File: src/rtl/fft_frame_rx.sv
// FFT output frame receiver: bin counting, two-stage power peak search.
// Optional aborted-frame counter: define FFT_FRAME_RX_ERRCNT_EN.
module fft_frame_rx #(
  parameter int N = 256,
  parameter int W = 16
) (
  input  logic                   clk,
  input  logic                   rst,
  input  logic                   valid_in_n,
  input  logic                   sop_in_n,
  input  logic signed [W-1:0]    y_re,
  input  logic signed [W-1:0]    y_im,
  output logic                   frame_done,
  output logic                   frame_err,
  output logic [$clog2(N)-1:0]   peak_bin,
  output logic [2*W:0]           peak_pwr,
  output logic                   busy,
  output logic [7:0]             err_cnt
);

  localparam int BW = $clog2(N);

  typedef enum logic {
    IDLE,
    RECV
  } state_t;

  state_t state_q, state_d;
  logic [BW-1:0] cnt_q, cnt_d;

  logic acc, sop;
  logic take, first, last, abort;

  logic signed [2*W-1:0] re_x, im_x;
  logic signed [2*W-1:0] sq_re, sq_im;
  logic [2*W:0] pwr;

  logic          s1_vld, s1_first, s1_last, s1_err;
  logic [2*W:0]  s1_pwr;
  logic [BW-1:0] s1_bin;

  logic [2*W:0]  run_pwr;
  logic [BW-1:0] run_bin;
  logic          beat;

  assign acc  = ~valid_in_n;
  assign sop  = acc & ~sop_in_n;
  assign busy = (state_q == RECV);

  // Squares of W-bit signed values fit in 2W signed bits; the sum needs 2W+1.
  assign re_x  = (2*W)'(y_re);
  assign im_x  = (2*W)'(y_im);
  assign sq_re = re_x * re_x;
  assign sq_im = im_x * im_x;
  assign pwr   = {1'b0, sq_re} + {1'b0, sq_im};

  always_ff @(posedge clk or posedge rst) begin
    if (rst) begin
      state_q <= IDLE;
      cnt_q   <= '0;
    end else begin
      state_q <= state_d;
      cnt_q   <= cnt_d;
    end
  end

  always_comb begin
    state_d = state_q;
    cnt_d   = cnt_q;
    take    = 1'b0;
    first   = 1'b0;
    last    = 1'b0;
    abort   = 1'b0;
    unique case (1'b1)
      sop: begin
        state_d = RECV;
        cnt_d   = BW'(1);
        take    = 1'b1;
        first   = 1'b1;
        abort   = (state_q == RECV);
      end
      (acc && sop_in_n && state_q == RECV): begin
        take = 1'b1;
        if (cnt_q == BW'(N-1)) begin
          last    = 1'b1;
          state_d = IDLE;
          cnt_d   = '0;
        end else begin
          cnt_d = cnt_q + 1'b1;
        end
      end
      default: ;
    endcase
  end

  always_ff @(posedge clk or posedge rst) begin
    if (rst) begin
      s1_vld   <= 1'b0;
      s1_first <= 1'b0;
      s1_last  <= 1'b0;
      s1_err   <= 1'b0;
      s1_pwr   <= '0;
      s1_bin   <= '0;
    end else begin
      s1_vld   <= take;
      s1_first <= first;
      s1_last  <= last;
      s1_err   <= abort;
      if (take) begin
        s1_pwr <= pwr;
        s1_bin <= first ? '0 : cnt_q;
      end
    end
  end

  // Strictly greater: ties keep the earlier (lower) bin.
  assign beat = (s1_pwr > run_pwr);

  always_ff @(posedge clk or posedge rst) begin
    if (rst) begin
      run_pwr    <= '0;
      run_bin    <= '0;
      peak_pwr   <= '0;
      peak_bin   <= '0;
      frame_done <= 1'b0;
      frame_err  <= 1'b0;
    end else begin
      frame_done <= s1_vld & s1_last;
      frame_err  <= s1_vld & s1_err;
      if (s1_vld) begin
        if (s1_first || beat) begin
          run_pwr <= s1_pwr;
          run_bin <= s1_bin;
        end
        if (s1_last) begin
          peak_pwr <= beat ? s1_pwr : run_pwr;
          peak_bin <= beat ? s1_bin : run_bin;
        end
      end
    end
  end

`ifdef FFT_FRAME_RX_ERRCNT_EN
  always_ff @(posedge clk or posedge rst) begin
    if (rst) begin
      err_cnt <= '0;
    end else if (frame_err && err_cnt != 8'hff) begin
      err_cnt <= err_cnt + 8'd1;
    end
  end
`else
  assign err_cnt = '0;
`endif

endmodule

File: config.mk
export PLATFORM = sky130hd
export DESIGN_NAME = fft_frame_rx
export DESIGN_NICKNAME = d
export VERILOG_FILES = /design/src/rtl/fft_frame_rx.sv
export SDC_FILE = /design/constraint.sdc
export NUM_CORES = 2
export LEC_CHECK = 0
export ABC_AREA = 1
export BUFFER_PORTS_ARGS = -buffer_cell sky130_fd_sc_hd__buf_2
export CORE_MARGIN = 4
export CORE_UTILIZATION = 40
export CTS_CLUSTER_SIZE = 20
export DETAILED_ROUTE_END_ITERATION = 7
export MAX_ROUTING_LAYER = met4
export PLACE_DENSITY = 0.58
export SLEW_MARGIN = 20
export SYNTH_ARGS = -nofsm -noshare
export SYNTH_HDL_FRONTEND = slang
export SYNTH_SLANG_ARGS = --single-unit
File: constraint.sdc
create_clock -name clk -period 10.25 [get_ports clk]
set_clock_uncertainty 0.05 [all_clocks]
set_input_delay 1.025 -clock clk [delete_from_list [all_inputs] [get_ports clk]]
set_output_delay 1.025 -clock clk [all_outputs]
set_load 0.05 [all_outputs]
==> out/metrics.yaml <==
outcome:
  outcome: "complete, no violations"
floorplanning:
  die_area_um2: 72100
  num_io_pins: 88
  die_w_um: 268
  initial_core_util_pct: 40.4
  rows: 95
  fp.dieH_um: 268
  design.core.area_um2: 67200
clock_network:
  clk_path_buf_depth: 2
  cts-root-buf: "clkbuf_16"
  cts_resized: 0
  clock_sinks: 138
  cts_tree: "yes"
  clk_latency_ns: 0.43
  clkTransAtPathRegs_ns: 0.06
  cts_buffers: 17
  h-tree-depth: 4
  cts_hold_buf: 0
  post_cts_buffers: 0
critical_path:
  max_stage_delay_ns: 0.67
  reg2reg_from: "s1_pwr[30]$_DFFE_PP0P_"
  path_max_fanout: 22
  cpMostUsedCell: "fa_1"
  critPathRequiredTime_ns: 10.57
  critical_path_class: "primary input to flop"
  r2r_setup_slack_ns: 6.66
  cp_data_arrival_time_ns: 8.32
  crit_start: "y_re[15]"
  cp-end-kind: "flop"
  worstRegToRegCells: 12
  worst_path_max_delay_cell: "fa_1"
  setup.worst_path.start_class: "primary input"
  crit_end: "s1_pwr[28]$_DFFE_PP0P_"
  rr_endpoint: "run_pwr[18]$_DFFE_PP0P_"
cells_and_area:
  nets: 4187
  fin_util_pct: 43.0
  antennaDiodeCount: 0
  multiInputGateArea_um2: 19700
  final_common_cell: "inv_1"
  fillers: 6845
  seq_area_um2: 3450
  final_cell_mix: "inv_1, nand2_1, fa_1"
  area_growth_pct: 6.47
  layout-drive-gt1-share_pct: 4.11
sta:
  period_minus_slack_ns: 8.00
  final.setup.tns_ns: 0
  timing.final.crit_share_pct: 78.0
  finalHoldViolCount: 0
  drv_slew: 0
  max_freq_mhz: 125
  maxSlewHeadroom_pct: 39.8
  setup_viol_count_final: 0
  rsz0062_at_grt: "no"
  worst_slew_pin_slew_ns: 0.900
global_route:
  grt_pass1_wl_um: 110000
  grt_max_degree: 74
  grt-ovfl-total: 0
  grt_usage_pct: 19.3
  grt_pass1_vias: 21600
  antenna_found_initial: 0
yosys:
  ys_seq_area_share_pct: 12.7
  avgSynthCellArea_um2: 7.88
  syn_area_um2: 27100
  ys_ff_latch: 138
  yosysWarnings: 0
  synthCells: 3442
  synthDistinctLibCells: 45
min_path:
  min_path_type: "flop to flop"
  holdPathStages: 2
drt:
  vias: 20700
  viasPerCell: 4.78
  drc: 0
  wl_per_cell_um: 15.0
  dr.pass1.iters: 5
  wirelength_um: 64700
  dr.first_iter.drc_count: 1223
  drtAntennaViolNets: 0
placed_design:
  gp_congestion: 0.914
  dpl.hpwl_um: 53900
  io_buffers: 79
flow_run:
  maxCapViolCount: 0
-- critical path, delay by kind of cell --
family          cells  cell delay [ns]
buf+inv             5             0.86
xor+xnor            1             0.14
fa+ha+maj           8             3.98
simple gates        6             0.80
compound gates      7             1.48
-- cell type report --
cell class              instances  share of cell area, %
multi-input cells            2249                   68.0
inverters                     947                   12.3
flip-flops and latches        138                   12.0
well taps                     873                   3.78
clock buffers                  22                   1.68
repair buffers                 87                   1.58
clock inverters                10                  0.650
-- through the flow --
| stage | instance area (um2) | hold WS [ns] | worst slack (ns) | cells |
|---|---|---|---|---|
| 2_1_floorplan | 27200 | 0.363 | 2.70 | 3449 |
| 6_report | 28900 | 0.377 | 2.25 | 4326 |
| 3_3_place_gp | 28200 | 0.368 | 1.76 | 4294 |
| 3_5_place_dp | 28200 | 0.383 | 1.82 | 4294 |
| 5_1_grt | 28900 | 0.406 | 1.72 | 4326 |
| 4_1_cts | 28900 | 0.384 | 2.25 | 4326 |
-- flip-flops by register name, indices dropped and copies added, names as in the netlist, 8 cells and up --
register  cells
cnt_q         8
peak_bin      8
peak_pwr     33
run_bin       8
run_pwr      33
s1_bin        8
s1_pwr       33
-- Yosys cell counts (all sizes together) --
cell    instances  area share (%)
and2            1           0.023
a21o           14            0.39
a21boi         10            0.28
o21ai          80             1.5
clkinv          2           0.028
a211oi          1           0.028
o31ai           1           0.028
nand3         199             3.7
fa            477              35
or2            12            0.28
ha            234              11
nand2b          1           0.023
a21oi         111             2.0
a221oi          1           0.032
o21a            5            0.14
and3            7            0.16
o32ai           1           0.032
nor4            3           0.069
o22ai          14            0.32
xnor2          33             1.1
inv           945              13
nand4          25            0.60
a31o            3           0.097
a31oi           6            0.14
o21bai         12            0.33
nand2         768              11
conb            1           0.014
buf            31            0.67
dfrtp         138              13
nor2          132             1.8
xor2           55             1.8
nor3b           1           0.028
nand3b         15            0.42
nor3           19            0.35
clkbuf         84             1.2
-- kinds of logic after synthesis --
logic type,after synthesis,synth area share (%)
simple gates,1183,18.2
buf+inv,1062,14.9
fa+ha+maj,711,46.0
compound gates,259,5.34
flops,138,12.7
xor+xnor,88,2.84
other cells,1,0.0138
-- worst min-delay path by stage --
stage,start,to,slack (ns)
final,s1_err$_DFF_PP0_,frame_err$_DFF_PP0_,0.38
after global routing,s1_err$_DFF_PP0_,frame_err$_DFF_PP0_,0.41
after CTS,s1_err$_DFF_PP0_,frame_err$_DFF_PP0_,0.38
after detailed placement,s1_err$_DFF_PP0_,frame_err$_DFF_PP0_,0.38
after global placement,s1_err$_DFF_PP0_,frame_err$_DFF_PP0_,0.37
after floorplan,s1_err$_DFF_PP0_,frame_err$_DFF_PP0_,0.36
-- layer usage --
metal	track usage, %	share of wire (%)
met1	25.6	45
met2	33.2	50
met3	1.29	3.3
met4	3.49	1.6
met5	-	0
Power is left out: the tool's default activity adds up to more than one toggle a clock period on the data nets, which glitch-free logic cannot reach.
